--- config.mk ---
export PLATFORM = sky130hd
export DESIGN_NAME = ctrl_pipe_resolve
export DESIGN_NICKNAME = d
export VERILOG_FILES = /design/src/rtl/ctrl_pipe_resolve.sv
export SDC_FILE = /design/constraint.sdc
export NUM_CORES = 1
export LEC_CHECK = 0
export ABC_AREA = 1
export CORE_ASPECT_RATIO = 0.7
export CORE_UTILIZATION = 49
export CTS_CLUSTER_DIAMETER = 150
export DETAILED_ROUTE_END_ITERATION = 8
export PLACE_DENSITY = 0.79
export SLEW_MARGIN = 40
export SYNTH_ARGS = -nofsm -noshare
export SYNTH_HDL_FRONTEND = slang
export SYNTH_SLANG_ARGS = --single-unit
--- constraint.sdc ---
create_clock -name clk -period 3.7 [get_ports clk]
set_clock_uncertainty 0.15 [all_clocks]
set_input_delay 0.555 -clock clk [delete_from_list [all_inputs] [get_ports clk]]
set_output_delay 0.555 -clock clk [all_outputs]
set_load 0.005 [all_outputs]
--- src/rtl/ctrl_pipe_resolve.sv ---
// ctrl_pipe_resolve: carries decoded EX/MEM control bundles through the
// ID/EX, EX/MEM and MEM/WB control registers, resolves jumps and branches
// in MEM (pc_sel/flush), and detects load-use hazards (stall + bubble).
// Every output is qualified by the valid bit of the stage it belongs to,
// so a bubble or a killed slot always presents all-zero controls.
module ctrl_pipe_resolve #(
    parameter int REG_W = 6,
    parameter int CNT_W = 16
) (
    input  logic             clk,
    input  logic             rst,
    input  logic             id_valid,
    input  logic [4:0]       ex_ctrl_in,
    input  logic [6:0]       mem_ctrl_in,
    input  logic [REG_W-1:0] id_rd,
    input  logic [REG_W-1:0] id_rs,
    input  logic [REG_W-1:0] id_rt,
    input  logic             alu_n,
    input  logic             alu_z,
    output logic             stall_if,
    output logic [2:0]       ex_aluop,
    output logic             mem_read,
    output logic             mem_write,
    output logic [1:0]       pc_sel,
    output logic             flush,
    output logic             wb_regwrite,
    output logic             wb_memtoreg,
    output logic             wb_pctoreg,
    output logic [REG_W-1:0] wb_rd,
    output logic [CNT_W-1:0] redirect_cnt,
    output logic [CNT_W-1:0] bubble_cnt
);

    // pc_sel encodings
    localparam logic [1:0] PC_SEQ    = 2'b00;
    localparam logic [1:0] PC_REG_JMP = 2'b01;
    localparam logic [1:0] PC_MEM_JMP = 2'b10;
    localparam logic [1:0] PC_BRANCH = 2'b11;

    // ID/EX: the full decode bundles plus destination register.
    // Source specifiers are only needed for the hazard compare, which is
    // done against the live decode fields, so they are not stored.
    logic             idex_valid;
    logic [4:0]       idex_ex;
    logic [6:0]       idex_mem;
    logic [REG_W-1:0] idex_rd;

    // EX/MEM: ALUOP is consumed in EX and is dropped here.
    logic             exmem_valid;
    logic             exmem_memread;
    logic             exmem_memwrite;
    logic             exmem_regwrite;
    logic             exmem_memtoreg;
    logic             exmem_pctoreg;
    logic             exmem_jump;
    logic             exmem_jumpmem;
    logic             exmem_branchn;
    logic             exmem_branchz;
    logic             exmem_n;
    logic             exmem_z;
    logic [REG_W-1:0] exmem_rd;

    // MEM/WB: only write-back controls survive to this stage.
    logic             memwb_valid;
    logic             memwb_regwrite;
    logic             memwb_memtoreg;
    logic             memwb_pctoreg;
    logic [REG_W-1:0] memwb_rd;

    logic [CNT_W-1:0] redirect_q;
    logic [CNT_W-1:0] bubble_q;

    logic             hz;
    logic             branch_taken;
    logic [1:0]       pc_sel_c;
    logic             flush_c;
    logic             stall_c;

    // Load-use hazard: a load in EX that writes a register the decode
    // instruction reads. A taken redirect overrides it, since the decode
    // instruction is about to be killed anyway.
    assign hz = idex_valid & idex_ex[1] & idex_mem[6] & id_valid &
                ((idex_rd == id_rs) | (idex_rd == id_rt));

    assign branch_taken = (exmem_branchn & exmem_n) | (exmem_branchz & exmem_z);

    // Redirect select for the instruction in MEM: JumpMem > Jump > branch.
    always_comb begin
        pc_sel_c = PC_SEQ;
        if (exmem_valid) begin
            if (exmem_jumpmem)
                pc_sel_c = PC_MEM_JMP;
            else if (exmem_jump)
                pc_sel_c = PC_REG_JMP;
            else if (branch_taken)
                pc_sel_c = PC_BRANCH;
        end
    end

    assign flush_c = (pc_sel_c != PC_SEQ);
    assign stall_c = hz & ~flush_c;

    // Pipeline control registers: advance every edge; a stall inserts a
    // bubble into ID/EX, a flush kills the two younger slots (ID/EX and
    // EX/MEM) while the redirecting instruction still moves into MEM/WB.
    always_ff @(posedge clk or posedge rst) begin
        if (rst) begin
            idex_valid     <= 1'b0;
            idex_ex        <= '0;
            idex_mem       <= '0;
            idex_rd        <= '0;
            exmem_valid    <= 1'b0;
            exmem_memread  <= 1'b0;
            exmem_memwrite <= 1'b0;
            exmem_regwrite <= 1'b0;
            exmem_memtoreg <= 1'b0;
            exmem_pctoreg  <= 1'b0;
            exmem_jump     <= 1'b0;
            exmem_jumpmem  <= 1'b0;
            exmem_branchn  <= 1'b0;
            exmem_branchz  <= 1'b0;
            exmem_n        <= 1'b0;
            exmem_z        <= 1'b0;
            exmem_rd       <= '0;
            memwb_valid    <= 1'b0;
            memwb_regwrite <= 1'b0;
            memwb_memtoreg <= 1'b0;
            memwb_pctoreg  <= 1'b0;
            memwb_rd       <= '0;
        end else begin
            idex_valid     <= id_valid & ~flush_c & ~stall_c;
            idex_ex        <= ex_ctrl_in;
            idex_mem       <= mem_ctrl_in;
            idex_rd        <= id_rd;

            exmem_valid    <= idex_valid & ~flush_c;
            exmem_memread  <= idex_ex[1];
            exmem_memwrite <= idex_ex[0];
            exmem_regwrite <= idex_mem[6];
            exmem_memtoreg <= idex_mem[5];
            exmem_pctoreg  <= idex_mem[4];
            exmem_jump     <= idex_mem[3];
            exmem_jumpmem  <= idex_mem[2];
            exmem_branchn  <= idex_mem[1];
            exmem_branchz  <= idex_mem[0];
            exmem_n        <= alu_n;
            exmem_z        <= alu_z;
            exmem_rd       <= idex_rd;

            memwb_valid    <= exmem_valid;
            memwb_regwrite <= exmem_regwrite;
            memwb_memtoreg <= exmem_memtoreg;
            memwb_pctoreg  <= exmem_pctoreg;
            memwb_rd       <= exmem_rd;
        end
    end

    // Performance counters: taken redirects and inserted load-use bubbles.
    always_ff @(posedge clk or posedge rst) begin
        if (rst) begin
            redirect_q <= '0;
            bubble_q   <= '0;
        end else begin
            if (flush_c)
                redirect_q <= redirect_q + 1'b1;
            if (stall_c)
                bubble_q <= bubble_q + 1'b1;
        end
    end

    assign stall_if     = stall_c;
    assign ex_aluop     = idex_ex[4:2] & {3{idex_valid}};
    assign mem_read     = exmem_memread & exmem_valid;
    assign mem_write    = exmem_memwrite & exmem_valid;
    assign pc_sel       = pc_sel_c;
    assign flush        = flush_c;
    assign wb_regwrite  = memwb_regwrite & memwb_valid;
    assign wb_memtoreg  = memwb_memtoreg & memwb_valid;
    assign wb_pctoreg   = memwb_pctoreg & memwb_valid;
    assign wb_rd        = memwb_rd & {REG_W{memwb_valid}};
    assign redirect_cnt = redirect_q;
    assign bubble_cnt   = bubble_q;

endmodule
==> metrics.yaml <==
run_status:
  outcome: "finished clean"
cts:
  worstSkewPairLatency_ns: 0.35
  clock_path_buffers: 2
  hold_buffers: 0
  cts_buffers: 9
  cts_sinks: 79
  cts_setup_buffers: 0
  htreeDepth: 3
  cts_resized: 0
  cts_tree: "built"
  clkSlewWorstSetupHoldPaths_ns: 0.08
  root_buffer: "clkbuf_8"
final_layout:
  fin_cells: 591
  drive_above_1_share_pct: 6.84
  syn_to_final_growth_pct: 32.4
  fin_nets: 529
  final_common_cell: "nand2_1"
  n_antenna_cell: 0
  fill_cells: 565
  final_cell_mix: "141 x nand2_1, 84 x clkdlybuf4s50_1, 79 x dfrtp_1"
timing:
  worstMarginPinSlew_ns: 0.578
  slew_viol_final: 0
  relSlewSlack_pct: 61.4
  period_share_pct: 86.1
  timing_hold_violations_final: 0
  finalSetupTns_ns: 0
  rsz0062_at_grt: "false"
  fmax_mhz: 314
  post-route-min-period_ns: 3.19
  finalSetupViolations: 0
setup_path:
  r2r_cells: 5
  cp_slowest_cell: "clkdlybuf4s50_1"
  start_kind: "input pin"
  path_cells: "clkdlybuf4s50_1, inv_1, nand2_1, nand2_1, nor2_2, nand3_2, nand2_4, nand3_4, inv_1, clkdlybuf4s50_1"
  worstPathRequired_ns: 2.99
  cp_slowest_stage_delay_ns: 0.50
  worst-path-max-fanout: 17
  critPathLaunch: "id_rs[0]"
  crit_type: "in2out"
  cp-end-kind: "primary output"
  crit_arrival_ns: 2.48
  reg2reg_from: "idex_valid"
  r2r_slack_ns: 2.00
yosys:
  synth_top_area_cell: "dfrtp_1"
  synth_area_um2: 3520
  seq_area_frac_synth_pct: 56.1
  synth.top_cell.area_share_pct: 56.1
  syn_nets: 439
  syn_avg_cell_area_um2: 8.76
  yosys.cell_types.count: 28
  ys_ff_latch: 79
  yosys-top-cells-area: "dfrtp_1 56%, nand2_1 15%, inv_1 6.4%"
  synth_warnings: 0
  syn_inst: 402
grt:
  grt_use_total_pct: 21.2
  antenna_found_initial: 0
  grt_max_degree: 37
  overflow: 0
  grt_pass1_wl_um: 12000
  grt_pass1_vias: 2668
place:
  dp.cells: 575
  dp_hpwl_um: 5390
  gp_congestion: 0.899
  port_buffers: 84
worst_hold_path:
  hold_class: "reg2reg"
  min_from: "idex_mem[4]"
  min_path_cells: 0
detailed_routing:
  wl_um: 7230
  wl_per_cell_um: 12.2
  via_per_inst: 4.80
  dr.pass1.iters: 4
  drc: 0
  ant_nets: 0
  num_vias: 2834
  drt_iter0_markers: 123
floorplan:
  dieArea_um2: 7540
  die_height_um: 72.9
  core_region_area_um2: 6850
  num_rows: 25
  ios: 85
  fp.dieW_um: 103
  start_util_pct: 51.4
power:
  p_leak_nw: 2.28
  ir_drop_mv: 0.211
  pwr_density_cell_nw_per_um2: 433
job:
  max-cap-violations: 0
[per-layer routing]
layer / global-route usage, % / share of wire, %
met1: 27.4 / 47
met5: 0 / 0
met4: 7.04 / 1.1
met3: 5.84 / 5.7
met2: 34.6 / 47
[Yosys cell counts]
| master | number |
|---|---|
| dfrtp_1 | 79 |
| nor2_2 | 5 |
| ha_1 | 2 |
| buf_4 | 1 |
| buf_2 | 2 |
| nor3_2 | 1 |
| nand4_1 | 23 |
| nor4_1 | 1 |
| nand3_4 | 1 |
| nor2_8 | 1 |
| o21ai_0 | 3 |
| buf_8 | 1 |
| a21boi_0 | 1 |
| xnor2_1 | 7 |
| inv_1 | 60 |
| nor3_1 | 3 |
| nand2_1 | 141 |
| clkbuf_1 | 1 |
| and2_1 | 1 |
| buf_6 | 3 |
| nand3_2 | 2 |
| xor2_1 | 13 |
| nand2_2 | 2 |
| nand3_1 | 18 |
| nor2_1 | 25 |
| inv_4 | 1 |
| o21ai_1 | 3 |
| nand2_4 | 1 |
[state kept, by name, summed over array words and instances, names as in the netlist, 5 cells and up]
name and flops:
idex_mem 7, bubble_cnt 16, exmem_rd 6, memwb_rd 6, idex_rd 6, redirect_cnt 16, idex_ex 5
[cell type report]
class | instances | area (um^2) | area share, %
Clock buffer | 9 | 124 | 2.66
Clock inverter | 7 | 104 | 2.23
Inverter | 61 | 233 | 4.99
Multi-Input combinational cell | 254 | 1240 | 26.7
Sequential cell | 79 | 1980 | 42.4
Tap cell | 94 | 118 | 2.52
Timing Repair Buffer | 87 | 863 | 18.5
[worst paths after layout]
path / endpoint
max: stall_if
min: exmem_pctoreg
max reg2reg: bubble_cnt[5]
min reg2reg: exmem_pctoreg
max in group asynchronous: redirect_cnt[1]
min in group asynchronous: redirect_cnt[11]
[critical path: cells and delay by family]
kind / cells / cell delay (ns)
buffers and inverters: 4 / 1.17
AND/OR/NAND/NOR: 6 / 0.74
[report_power, final]
part | internal, mW | switching, mW | total (mW)
clock network | 0.389 | 0.324 | 0.713
logic | 0.169 | 0.153 | 0.323
registers | 0.924 | 0.0610 | 0.985
[cells by family (layout without fill, tap and decap cells)]
logic type,after synthesis,in the layout,synth area share [%]
simple gates,225,225,28.6
flops,79,79,56.1
buf+inv,69,164,8.56
xor+xnor,20,20,4.97
compound gates,7,7,1.07
fa+ha+maj,2,2,0.710
[stage by stage]
stage,hold WS [ns],power (mW),worst slack [ns],area (um^2),util (%)
floorplan,0.181,1.15,0.972,3520,-
finish,0.198,2.02,0.513,4660,68.1
global route,0.211,2.13,0.356,4660,68.1
CTS,0.197,2.04,0.501,4660,68.1
detailed placement,0.187,1.33,0.506,4440,64.7
global placement,0.182,1.32,0.564,4440,64.7
Power figures use the tool's default switching activity.
==> patch 1, RTL diff (same flow settings) <==
`REG_W`: 6 -> 8.
--- a/src/rtl/ctrl_pipe_resolve.sv
+++ b/src/rtl/ctrl_pipe_resolve.sv
@@ -5,5 +5,5 @@
 // so a bubble or a killed slot always presents all-zero controls.
 module ctrl_pipe_resolve #(
-    parameter int REG_W = 6,
+    parameter int REG_W = 8,
     parameter int CNT_W = 16
 ) (
Ports: changed (resized id_rd, id_rs, id_rt and wb_rd); port bits go from 85 to 93. No check against the original RTL was run, so the function may have changed too.
==> patch 1 against the original RTL <==
Wire length is 0.40% higher. Highest routed layer unchanged. Largest power group unchanged. Area after synthesis is 3.0% higher. Core utilization is 1.3 points higher. Cell count is 1.0% higher. First-iteration DRC count is 7.3% higher. Power is 2.4% lower. Sequential cell count is 6 higher. Sequential power is 8% higher. Final area is 3.3% higher. Critical path type unchanged. Worst setup slack worse by 12 ps. Synthesized cell count is 0.75% lower.
==> patch 1: results (changes against the original RTL) <==
status finished clean (unchanged); share of total power in sequential cells 53.6% (was 48.7%); estimated wirelength of the detail-placed design 5.40 mm (was 5.39 mm); global-route usage over all layers 20.8% (was 21.2%); wire length reported by the detailed router 7.26 mm (was 7.23 mm); number of standard cells in the final layout excluding fillers 597 (was 591); crit share post-route 86.4% (was 86.1%); metal3 WL 483 um (was 411 um); dpl cells 581 (was 575); met1 usage 28.7% (was 27.4%); relative slew slack 70.3% (was 61.4%); worst reg-to-reg path cell count 8 (was 5); Logic pwr share 16.6% (was 16.0%); Min-Delay Startpoint idex_mem[0]$_DFF_PP0_ (was idex_mem[4]$_DFF_PP0_); Setup crit start id_rt[1] (was id_rs[0]); design internal power 1420 uW (was 1480 uW); FF-to-FF End bubble_cnt[13]$_DFFE_PP0P_ (was bubble_cnt[5]$_DFFE_PP0P_); net count after synthesis 442 (was 439); Cell variety after synth 26 (was 28); FF-to-FF setup slack 1840 ps (was 2000 ps); M1 wire length 3.35 mm (was 3.38 mm); synth top area cells dfrtp_1, nand2_1, inv_1 (unchanged); global-route wire length before repair 12.4 mm (was 12.0 mm); post-layout net count 541 (was 529); vias in the first global route 2584 (was 2668); pre-CTS WS 550 ps (was 506 ps); met2 usage 33.0% (was 34.6%)
[patch 1: changes by cell type in the layout (fill, tap and decap cells not counted), sizes merged, moves of 3 or more]
cell           unedited run  this run
xnor2                     7        18
clkdlybuf4s50            84        92
nand3                    21        13
dfrtp                    79        85
inv                      63        59
clkinv                    1         4
nand4                    23        20
xor2                     13        10
[patch 1: critical path, delay by kind of cell]
family	cells	cell delay, ps
AND/OR/NAND/NOR	7	850
buffers and inverters	3	1080
[patch 1: cell families (layout without fill, tap and decap cells)]
family          Yosys count  after routing  share of synthesized area, %
fa+ha+maj                 2              2                         0.689
flops                    85             85                          58.6
buf+inv                  64            168                          7.38
simple gates            213            213                          25.4
compound gates            7              7                          1.14
xor+xnor                 28             28                          6.76
[patch 1: final cells by class]
class | instances | area, sq um
Clock inverter | 7 | 57.6
Multi-Input combinational cell | 250 | 1230
Tap cell | 94 | 118
Inverter | 58 | 219
Clock buffer | 9 | 124
Timing Repair Buffer | 94 | 936
Fill cell | 550 | 2130
Sequential cell | 85 | 2130
==> patch 2, RTL diff (same flow settings) <==
Without the edit above. Make the reset (`rst`) synchronous in 2 clocked blocks.
--- a/src/rtl/ctrl_pipe_resolve.sv
+++ b/src/rtl/ctrl_pipe_resolve.sv
@@ -104,5 +104,5 @@
     // bubble into ID/EX, a flush kills the two younger slots (ID/EX and
     // EX/MEM) while the redirecting instruction still moves into MEM/WB.
-    always_ff @(posedge clk or posedge rst) begin
+    always_ff @(posedge clk) begin
         if (rst) begin
             idex_valid     <= 1'b0;
@@ -157,5 +157,5 @@
 
     // Performance counters: taken redirects and inserted load-use bubbles.
-    always_ff @(posedge clk or posedge rst) begin
+    always_ff @(posedge clk) begin
         if (rst) begin
             redirect_q <= '0;
Formal check against the unedited RTL: differs if rst is asserted again (counterexample within 4 cycles, from zero or initial values and one cycle with rst high); with rst held inactive, the same outputs for 10 cycles.
==> patch 2 against the original RTL <==
Cell count up 17%. Fmax rose by 1.4%. Die area is 1.3% higher. Area after synthesis up 1.3%. Largest cell class unchanged. Critical endpoint unchanged. Final area is 0.70% higher. Worst setup slack improved by 43 ps. Sequential cell count is the same. First-iteration DRC count grew 72%. Wire length rose by 6.6%.
Power is not compared: it rests on default switching activity, and its combinational part moved more than twofold at a synthesized area within 25%.
==> patch 2: results (changes against the original RTL) <==
Min-Delay Startpoint idex_mem[0]$_SDFF_PP0_ (was idex_mem[4]$_DFF_PP0_); clock-pin slew on the worst setup and hold paths 80 ps (about the same); vias in the first global route 2952 (was 2668); number of antenna diodes 0 (unchanged); proportion of layout cells with a drive suffix above 1 8.38% (was 6.84%); Max Buffers Root-to-Sink 2 (unchanged); Setup crit start id_rt[4] (was id_rs[0]); Cell variety after synth 29 (was 28); worst skew pair latency 350 ps (about the same); # Max-Cap Violations 0 (unchanged); number of antenna violations at the first check in global routing 0 (unchanged); total count of hold-check failures in the final report 0 (unchanged); slowest stage delay, CP 500 ps (about the same); post-layout net count 629 (was 529); Top FF cell, synth dfxtp_1 (was dfrtp_1); worst supply voltage drop on vdd 0.220 mV; type of the worst min-delay path reg -> reg (unchanged); count of buffers inserted at the top-level ports 84 (unchanged); data arrival time of the critical path 2440 ps (was 2480 ps); buffers inserted during post-CTS setup optimization 0 (unchanged); leakage power total 0.00206 uW; root buf cell clkbuf_8 (unchanged); drt first pass iters 5 (was 4); CTS-repair resized insts 0 (unchanged); global-route wire length before repair 13.0 mm (was 12.0 mm); number of levels in the clock H-tree 3 (unchanged); synthesized area per cell 7.00 sq um (was 8.76 sq um); status finished clean (unchanged); net count after synthesis 547 (was 439); number of design-rule violations left by the first detailed-router iteration 212 (was 123); number of standard cells in the final layout excluding fillers 691 (was 591); pin count of the biggest net entering global routing 42 (was 37); estimated wirelength of the detail-placed design 5.67 mm (was 5.39 mm); post-synthesis sequential area ratio 44.3% (was 56.1%); worst-path maximum fanout 15 (was 17); CTS buffer count 9 (unchanged); final weighted congestion in routability-driven placement 0.843 (was 0.899); relative slew slack 59.7% (was 61.4%); vias post-DR 3228 (was 2834); warning count from the yosys run 0 (unchanged); dpl cells 675 (was 575); asr flop ratio synth 0% (was 100%); synth top area cells dfxtp_1, nand2_1, inv_1 (was dfrtp_1, nand2_1, inv_1); standard cell with the maximum stage delay on the critical path clkdlybuf4s50_1 (unchanged); R2R Path Start idex_valid$_SDFF_PP0_ (was idex_valid$_DFF_PP0_); family with the most delay on the worst path buffers and inverters (unchanged); global-route usage over all layers 21.5% (was 21.2%); wire length reported by the detailed router 7.71 mm (was 7.23 mm); most used standard cells in the synthesized netlist nand2_1, inv_1, dfxtp_1 (was nand2_1, dfrtp_1, inv_1)
[patch 2: cell type report]
cell class                 instances  area (sq um)
clock inverter                     7           120
inverter                         104           390
tap                               94           118
clock buffer                       9           124
sequential                        79          1580
multi-input combinational        312          1510
timing repair buffer              86           851
fill                             559          2190
[patch 2: metal layers]
metal / global-route usage [%] / vias to the layer above / wire length, um
met5: 0 / - / 0
met4: 8.57 / 0 / 144
met3: 6.92 / 13 / 525
met2: 35.7 / 102 / 3480
met1: 26.3 / 1416 / 3560
li1: - / 1697 / -
[patch 2: tightest hold or removal path, stage by stage (launching register included)]
cell and delay, ps:
dfxtp_1 300, inv_1 40, nor2_1 30
[patch 2: kinds of logic (layout without fill, tap and decap cells)]
logic type,count (synthesis),in the layout,synth area share [%]
AND/OR/NAND/NOR,262,262,32.9
adder cells (fa/ha/maj),2,2,0.701
buffers and inverters,119,206,13.3
XOR/XNOR,13,13,3.19
AO/OA/AOI/OAI,35,35,5.54
flip-flops,79,79,44.3
[patch 2: path summary, 6_finish.rpt]
kind / cells past startpoint / slack (ps) / endpoint
hold reg to reg: 2 / 250 / exmem_branchz$_SDFF_PP0_
setup / recovery: 10 / 560 / stall_if
hold / removal: 2 / 250 / exmem_branchz$_SDFF_PP0_
setup reg to reg: 5 / 1830 / bubble_cnt[7]$_SDFFE_PP0P_
[patch 2: stage by stage]
step / hold WS (ps) / utilization [%] / worst slack, ps / power (uW) / instance area [sq um]
2_1_floorplan: 238 / - / 1790 / 961 / 3570
3_3_place_gp: 239 / 64.6 / 607 / 1010 / 4440
3_5_place_dp: 245 / 64.7 / 537 / 1020 / 4450
4_1_cts: 257 / 68.2 / 541 / 1780 / 4700
5_1_grt: 266 / 68.2 / 428 / 1830 / 4700
6_report: 254 / 68.2 / 556 / 1760 / 4700
[patch 2: power breakdown]
group,leakage [uW],switching (uW),internal [uW],total (uW)
clock,0.000120,315,450,765
sequential,0.000646,13.3,872,886
combinational,0.00130,55.5,56.5,112
total,0.00206,384,1380,1760
